**src/rtl/selector_tiempo.sv**
```systemverilog
// Operator panel front end: debounces four buttons, edits the 5-bit setpoint and stretches the start request.
// Optional auto-repeat of up/down while held is enabled by defining SELECTOR_AUTO_REPEAT_EN.
module selector_tiempo #(
  parameter int DEBOUNCE_TICKS = 250000,
  parameter int MAX_VAL        = 31,
  parameter int START_HOLD     = 1000000,
  parameter int HOLD_TICKS     = 50000000,
  parameter int REPEAT_TICKS   = 20000000
) (
  input  logic       clk,
  input  logic       rst,
  input  logic       btn_up,
  input  logic       btn_down,
  input  logic       btn_clear,
  input  logic       btn_start,
  input  logic       finish,
  output logic [4:0] numero,
  output logic       inicio,
  output logic       busy
);

  localparam int DW = $clog2(DEBOUNCE_TICKS + 1);
  localparam int SW = $clog2(START_HOLD + 1);
  localparam logic [4:0] MAXV = 5'(MAX_VAL);
  localparam int UP = 0;
  localparam int DN = 1;
  localparam int CL = 2;
  localparam int ST = 3;

  // An illegal parameter set shows up as this named scope in the elaborated hierarchy.
  if (MAX_VAL < 0 || MAX_VAL > 31 || START_HOLD < 4 * DEBOUNCE_TICKS ||
      HOLD_TICKS < 1 || REPEAT_TICKS < 1) begin : g_bad_params
  end

  typedef enum logic [1:0] {IDLE, START, RUN} state_t;

  state_t        state;
  logic [DW-1:0] div_cnt;
  logic          en;
  logic [3:0]    btn;
  logic [3:0]    q0, q1, q2;
  logic [3:0]    pulse;
  logic [SW-1:0] hold_cnt;
  logic          rep_step;
  logic          rep_up;

  function automatic logic [4:0] sat_inc(input logic [4:0] v);
    return (v >= MAXV) ? MAXV : v + 5'd1;
  endfunction

  function automatic logic [4:0] sat_dec(input logic [4:0] v);
    return (v == 5'd0) ? 5'd0 : v - 5'd1;
  endfunction

  assign btn   = {btn_start, btn_clear, btn_down, btn_up};
  assign en    = (div_cnt == DW'(DEBOUNCE_TICKS - 1));
  assign pulse = q1 & ~q2 & {4{en}};

  always_ff @(posedge clk or posedge rst) begin
    if (rst)     div_cnt <= '0;
    else if (en) div_cnt <= '0;
    else         div_cnt <= div_cnt + DW'(1);
  end

  always_ff @(posedge clk or posedge rst) begin
    if (rst) begin
      q0 <= '0;
      q1 <= '0;
      q2 <= '0;
    end else if (en) begin
      q0 <= btn;
      q1 <= q0;
      q2 <= q1;
    end
  end

`ifdef SELECTOR_AUTO_REPEAT_EN
  localparam int RW = $clog2(((HOLD_TICKS > REPEAT_TICKS) ? HOLD_TICKS : REPEAT_TICKS) + 1);

  logic [RW-1:0] rep_cnt;
  logic [RW-1:0] rep_lim;
  logic          rep_first;
  logic          held_one;

  // The first step waits HOLD_TICKS after the press edge, later ones REPEAT_TICKS apart.
  assign held_one = q1[UP] ^ q1[DN];
  assign rep_lim  = rep_first ? RW'(HOLD_TICKS - 1) : RW'(REPEAT_TICKS - 1);
  assign rep_up   = q1[UP];
  assign rep_step = (state == IDLE) && held_one && (pulse == 4'b0000) && (rep_cnt == rep_lim);

  always_ff @(posedge clk or posedge rst) begin
    if (rst) begin
      rep_cnt   <= '0;
      rep_first <= 1'b1;
    end else if (state != IDLE || !held_one || pulse[UP] || pulse[DN]) begin
      rep_cnt   <= '0;
      rep_first <= 1'b1;
    end else if (rep_cnt == rep_lim) begin
      rep_cnt   <= '0;
      rep_first <= 1'b0;
    end else begin
      rep_cnt   <= rep_cnt + RW'(1);
    end
  end
`else
  assign rep_step = 1'b0;
  assign rep_up   = 1'b0;
`endif

  always_ff @(posedge clk or posedge rst) begin
    if (rst) begin
      state    <= IDLE;
      numero   <= 5'd0;
      inicio   <= 1'b0;
      busy     <= 1'b0;
      hold_cnt <= '0;
    end else begin
      case (state)
        IDLE: begin
          if (pulse[ST] && numero != 5'd0) begin
            state    <= START;
            inicio   <= 1'b1;
            busy     <= 1'b1;
            hold_cnt <= SW'(START_HOLD - 1);
          end else if (pulse[CL]) begin
            numero <= 5'd0;
          end else if (pulse[UP] && !pulse[DN]) begin
            numero <= sat_inc(numero);
          end else if (pulse[DN] && !pulse[UP]) begin
            numero <= sat_dec(numero);
          end else if (rep_step) begin
            numero <= rep_up ? sat_inc(numero) : sat_dec(numero);
          end
        end
        START: begin
          // finish is deliberately ignored here so the heater always sees the full start level.
          if (hold_cnt == '0) begin
            inicio <= 1'b0;
            state  <= RUN;
          end else begin
            hold_cnt <= hold_cnt - SW'(1);
          end
        end
        RUN: begin
          if (finish) begin
            state <= IDLE;
            busy  <= 1'b0;
          end
        end
        default: begin
          state  <= IDLE;
          inicio <= 1'b0;
          busy   <= 1'b0;
        end
      endcase
    end
  end

endmodule

```
**config.mk**
```make
export PLATFORM = sky130hd
export DESIGN_NAME = selector_tiempo
export DESIGN_NICKNAME = d
export VERILOG_FILES = /design/src/rtl/selector_tiempo.sv
export SDC_FILE = /design/constraint.sdc
export NUM_CORES = 1
export LEC_CHECK = 0
export BUFFER_PORTS_ARGS = -buffer_cell sky130_fd_sc_hd__clkbuf_2
export CAP_MARGIN = 20
export CELL_PAD_IN_SITES_DETAIL_PLACEMENT = 1
export CELL_PAD_IN_SITES_GLOBAL_PLACEMENT = 2
export CORE_MARGIN = 5
export CORE_UTILIZATION = 43
export DETAILED_ROUTE_END_ITERATION = 6
export PLACE_DENSITY_LB_ADDON = 0.1
export SETUP_SLACK_MARGIN = 0.3
export SLEW_MARGIN = 20
export SYNTH_ARGS = -nofsm -noshare
export SYNTH_HDL_FRONTEND = slang
export SYNTH_SLANG_ARGS = --single-unit
```
**constraint.sdc**
```tcl
create_clock -name clk -period 5.7 [get_ports clk]
set_input_delay 0.285 -clock clk [delete_from_list [all_inputs] [get_ports clk]]
set_output_delay 0.285 -clock clk [all_outputs]
set_load 0.03 [all_outputs]
```
Word-level counts from Yosys, hierarchy flattened
Index checks and enable logic that the tools add are counted.
Widths: inputs -> output; s select.
{"block": "totals", "ff_bits": 59, "in_bits": 7, "output_inout_bits": 7, "elab_cells": 61}
{"block": "op_classes", "addsub": 4, "order_cmp": 1, "n_eq_ne": 7, "muxes": 18, "bitwise_logic": 6, "n_reduce_logical": 16}
{"cell": "$mux 20", "n": 2}
{"cell": "$pmux 20 s2", "n": 1}
{"cell": "$mux 5", "n": 5}
{"cell": "$logic_not 20->1", "n": 1}
{"cell": "$sub 20x1->20 const B", "n": 1}
{"cell": "$add 18x1->18 const B", "n": 1}
{"cell": "$eq 18x18->1 const B", "n": 1}
{"cell": "$mux 18", "n": 1}
{"cell": "$reduce_and 3->1", "n": 5}
{"cell": "$and 4x4->4", "n": 2}
{"cell": "$ne 2x2->1 const B", "n": 4}
{"cell": "$mux 2", "n": 3}
{"cell": "$pmux 1 s3", "n": 2}
{"cell": "$pmux 2 s3", "n": 1}
{"cell": "$add 5x1->5 const B", "n": 1}
{"cell": "$ge 5x5->1 const B", "n": 1}
{"cell": "$logic_not 5->1", "n": 1}
{"cell": "$reduce_bool 5->1", "n": 1}
{"cell": "$sub 5x1->5 const B", "n": 1}
{"cell": "$not 4->4", "n": 1}
{"cell": "$logic_and 1x1->1", "n": 3}
{"cell": "$mux 1", "n": 3}
{"cell": "$not 1->1", "n": 3}
{"cell": "$reduce_bool 3->1", "n": 1}
{"cell": "other kinds (5)", "n": 6}

Longest topological paths before layout
{"block": "depth", "word_depth": 8, "depth_mapped": 8, "depth_no_buf": 8}

Worst setup path before layout
Ideal clock, no wire load.
{"block": "synth_path", "path_type": "register -> register", "start": "reg numero[0]", "end": "reg numero[4]", "setup_ns": 0.118, "arrival_time_ns": 2.133, "t_required_ns": 5.582, "path_slack_ns": 3.449, "path_stages_with_launch": 8, "n_path_buf": 0, "period_less_slack_ns": 2.251, "cell_sequence": "dfrtp_1 inv_1 ha_1 or4b_4 a211oi_4 o2111ai_4 a31o_1 a21o_1"}
{"block": "synth_between", "elab_chain_len": 5, "elab_cells_between_ends": 13, "cone_classes": "add/sub: 2; order compare: 1; mux: 5; bitwise: 1; reduce/logical: 4"}
{"item": "start: declaration", "line_no": "17", "text": "output logic [4:0] numero,"}
{"item": "start signal: assignment", "line_no": "128", "text": "numero <= sat_inc(numero);"}
{"item": "start signal: assignment", "line_no": "130", "text": "numero <= sat_dec(numero);"}
{"item": "start signal: assignment", "line_no": "132", "text": "numero <= rep_up ? sat_inc(numero) : sat_dec(numero);"}
{"item": "$sub 5x1->5 or $logic_not 5->1 (tied branches)"}
{"item": "$mux 5", "line_no": "52", "text": "return (v == 5'd0) ? 5'd0 : v - 5'd1;"}
{"item": "$mux 5", "line_no": "129", "text": "end else if (pulse[DN] && !pulse[UP]) begin"}
{"item": "$mux 5", "line_no": "127", "text": "end else if (pulse[UP] && !pulse[DN]) begin"}
{"item": "$mux 5", "line_no": "125", "text": "end else if (pulse[CL]) begin"}
Parallel ways exist; a longest one is shown, timed or not. The select of a mux whose other input is x is not followed.
A chain may end at the register's enable or synchronous reset.

Final worst setup path
{"block": "layout_path", "start": "reg hold_cnt[8]", "end": "reg hold_cnt[5]"}
{"block": "layout_between", "elab_chain_len": 3}
{"item": "start: declaration", "line_no": "43", "text": "logic [SW-1:0] hold_cnt;"}
{"item": "start signal: assignment", "line_no": "124", "text": "hold_cnt <= SW'(START_HOLD - 1);"}
{"item": "start signal: assignment", "line_no": "141", "text": "hold_cnt <= hold_cnt - SW'(1);"}
{"item": "$logic_not 20->1", "line_no": "137", "text": "if (hold_cnt == '0) begin"}
{"item": "$ne 2x2->1 (no line)"}
{"item": "$reduce_and 3->1 (no line)"}
No other way between the ends.

==> key figures <==
Logic synthesis
  – Total number of yosys warnings: 0
  – Sequential-to-total area share from yosys stat: 0.4429
  – Asr flop ratio synth: 1.000
  – Syn_nets: 350
  – Largest area contributor in the netlist: dfrtp_1
  – EDFF count, synth: 0
  – Mapped Avg Cell Area: 9.891 um^2
  – Commonest cells post-synth: dfrtp_1, nand2_1, nor2_1
  – Prevailing post-synth register cell: dfrtp_1
  – Flop and latch count out of synthesis: 59
  – Area share of the largest cell type after synthesis: 0.4429
  – Cell area after synthesis: 3333 um^2
  – Most frequent cell after synthesis: dfrtp_1
  – Largest cells by area after synthesis: dfrtp_1, nand2_1, nor2_1, xnor2_1, nand3_1
  – Synthesized netlist cell count: 337
  – Count of cell types in the netlist: 70

Clocking
  – CTS Buffer Depth: 2
  – Clk root buf: clkbuf_8
  – # H-tree levels: 3
  – Worst-Skew Late Latency: 0.34 ns
  – CTS tree: done
  – Clock buffer count from CTS: 9
  – Post-CTS setup buffers: 0
  – CTS Hold Bufs: 0
  – Post-cts resize count: 0
  – Clock Pin Slew Worst Setup and Hold Paths: 0.07 ns
  – CTS Sinks: 59

Power
  – P_int: 664.9 uW
  – Switching part of the total: 0.2134
  – VDD IR max: 0.0001469 V
  – Combinational share of power: 0.013
  – Pwr per Cell Area: 228.0 nW/um^2
  – Leakage: 0.001765 uW
  – Clock Power Share: 0.492
  – Share of power burned in registers: 0.495
  – P_sw: 180.4 uW

Final layout
  – Layout cells sized above 1: 0.1662
  – Sequential standard cell area: 1476 um^2
  – Core Util, Final: 0.4848
  – Antenna cell count: 0
  – Area Overhead vs Synth: 11.22%
  – Area occupied by multi-input gates: 1750 um^2
  – Fill count: 875
  – Final nets: 369

Timing
  – Fmax achieved: 0.3761 GHz
  – RSZ-0062 raised after global routing: no
  – Slew Viols, Final: 0
  – Max-slew headroom: 0.4853
  – Final Cycle Share: 0.4665
  – Final setup viols: 0
  – Worst slew pin tran: 0.7613 ns
  – Fin. Hold Viols: 0
  – Post-Route Skew: 0.008763 ns
  – Final setup TNS: 0 ns
  – Fin crit period: 2.659 ns

Global routing
  – Largest net degree at the start of global routing: 60
  – First-pass GRT wire length: 13.07 mm
  – Vias in the first global route: 2,723
  – Antenna violations before repair: 0
  – GRT overflow: 0
  – Tot GR Track Use: 0.1657

Drt
  – Routed vias: 2,606
  – Initial drt markers: 97
  – Post-DR vias/cell: 5.629
  – Drt wl/cell: 16.10 um
  – Router iterations before antenna repair: 4
  – Residual antenna-violating net count after detailed routing: 0
  – Residual DRC count: 0
  – WL final: 7.454 mm

Placement
  – Hpwl dp: 5.338 mm
  – Routability congestion estimate: 0.7784
  – I/O Buffers: 13

Floorplan
  – Site Rows: 32
  – Width of the chip: 98.05 um
  – Initial Util: 0.4359
  – Core area: 7647 um^2
  – Die area: 9613 um^2
  – I/O pin count: 14
  – Height of the die: 98.05 um

Critical path
  – Crit path kind: flip-flop to flip-flop
  – Worst path required time: 5.92 ns
  – CP bufs+invs: 1
  – CP arrival: 2.88 ns
  – CP peak stage delay: 0.58 ns
  – R2R Path End: hold_cnt[5]
  – R2R setup slack: 3.04 ns
  – Critical path's top delay family: compound AO/OA/AOI/OAI gates
  – Worst Path Max Fanout: 16
  – CP Cell Sequence: nor2_1, nand3b_2, o31a_1, a21oi_4, inv_2, o221a_1
  – RR Startpoint: hold_cnt[8]
  – Critical path capture point type: flip-flop
  – R2R cell count: 6
  – Critical path launch point type: flip-flop
  – CP max stage cell: o31a_1

Job
  – Max-Cap Viols: 0

Run status
  – Outcome: finished clean

Hold path
  – Worst hold path class: primary input to asynchronous set/reset pin
==> through the flow <==
step | instances | setup slack (ns) | instance area [um^2] | hold slack (ns) | total power (uW)
after floorplan | 337 | 3.449 | 3333 | 0.4300 | 433.1
after CTS | 463 | 3.041 | 3707 | 0.1601 | 860.1
after detailed placement | 447 | 3.060 | 3491 | 0.4595 | 438.4
after global placement | 447 | 3.110 | 3491 | 0.4411 | 438.3
final | 463 | 3.041 | 3707 | 0.1448 | 845.2
after global routing | 463 | 2.854 | 3707 | 0.1589 | 882.8
==> layout by cell type, fill, tap and decap left out, types with 3 or more instances in the layout <==
| cell type | n |
|---|---|
| dfrtp_1 | 59 |
| nand2_1 | 46 |
| nor2_1 | 29 |
| nand3_1 | 16 |
| inv_1 | 13 |
| clkbuf_2 | 13 |
| xnor2_1 | 11 |
| nand4_1 | 10 |
| and3_1 | 9 |
| o21ai_0 | 9 |
| clkbuf_8 | 9 |
| xor2_1 | 7 |
| nor3_1 | 6 |
| o31ai_2 | 6 |
| ha_1 | 6 |
| and2_1 | 5 |
| a21o_1 | 5 |
| nor4_1 | 5 |
| a21oi_1 | 5 |
| mux2_2 | 4 |
| o31ai_1 | 4 |
| o211ai_1 | 4 |
| nand2b_1 | 3 |
| nor2b_1 | 3 |
| a31oi_1 | 3 |
| nor3_2 | 3 |
| o21ai_1 | 3 |
| clkinvlp_4 | 3 |
==> worst register-to-register path, delay by kind of cell (launching register included) <==
kind	cells	cell delay [ns]
compound gates	3	1.41
flops	1	0.44
buf+inv	1	0.18
simple gates	2	0.54
==> power by group through the flow <==
stage / registers [uW] / logic, uW / clock network, uW
after floorplan: 427 / 6.54 / 0
after global placement: 426 / 11.8 / 0
after detailed placement: 426 / 11.9 / 0
after CTS: 418 / 12.0 / 430
after global routing: 418 / 13.4 / 451
final: 419 / 11.0 / 416
==> logic make-up (layout without fill, tap and decap cells) <==
logic type               count (synthesis)  after routing  share of synthesized area
AO/OA/AOI/OAI                           68             68                     0.1734
XOR/XNOR                                18             18                    0.04730
adder cells (fa/ha/maj)                  6              6                    0.02252
buffers and inverters                   22             46                    0.03191
flip-flops                              59             59                     0.4429
multiplexers                             6              6                    0.01952
AND/OR/NAND/NOR                        158            158                     0.2624
==> how the worst max path moves through the flow <==
stage	startpoint	to	slack, ns	cells past startpoint
final	hold_cnt[8]	hold_cnt[5]	3.04	6
after global routing	hold_cnt[8]	hold_cnt[5]	2.85	6
after CTS	hold_cnt[8]	hold_cnt[5]	3.04	6
after detailed placement	hold_cnt[8]	hold_cnt[5]	3.06	6
after global placement	hold_cnt[8]	hold_cnt[5]	3.11	6
after floorplan	numero[0]	numero[4]	3.45	7
==> layout make-up <==
class | count | share of cell area
Multi-Input combinational cell | 256 | 0.4722
Sequential cell | 59 | 0.3982
Tap cell | 102 | 0.03442
Clock buffer | 9 | 0.03341
Clock inverter | 7 | 0.02497
Timing Repair Buffer | 15 | 0.02160
Inverter | 15 | 0.01519
==> registers in the layout (all words and copies together) (netlist names) <==
| signal | count |
|---|---|
| q1 | 4 |
| numero | 5 |
| q2 | 4 |
| inicio | 1 |
| state | 2 |
| div_cnt | 18 |
| busy | 1 |
| q0 | 4 |
| hold_cnt | 20 |
==> metal layers <==
layer | share of wire | track usage
met2 | 0.45 | 0.2545
met1 | 0.51 | 0.2365
met5 | 0 | 0
met4 | 0.015 | 0.04792
met3 | 0.024 | 0.03500
Power figures use the tool's default switching activity.
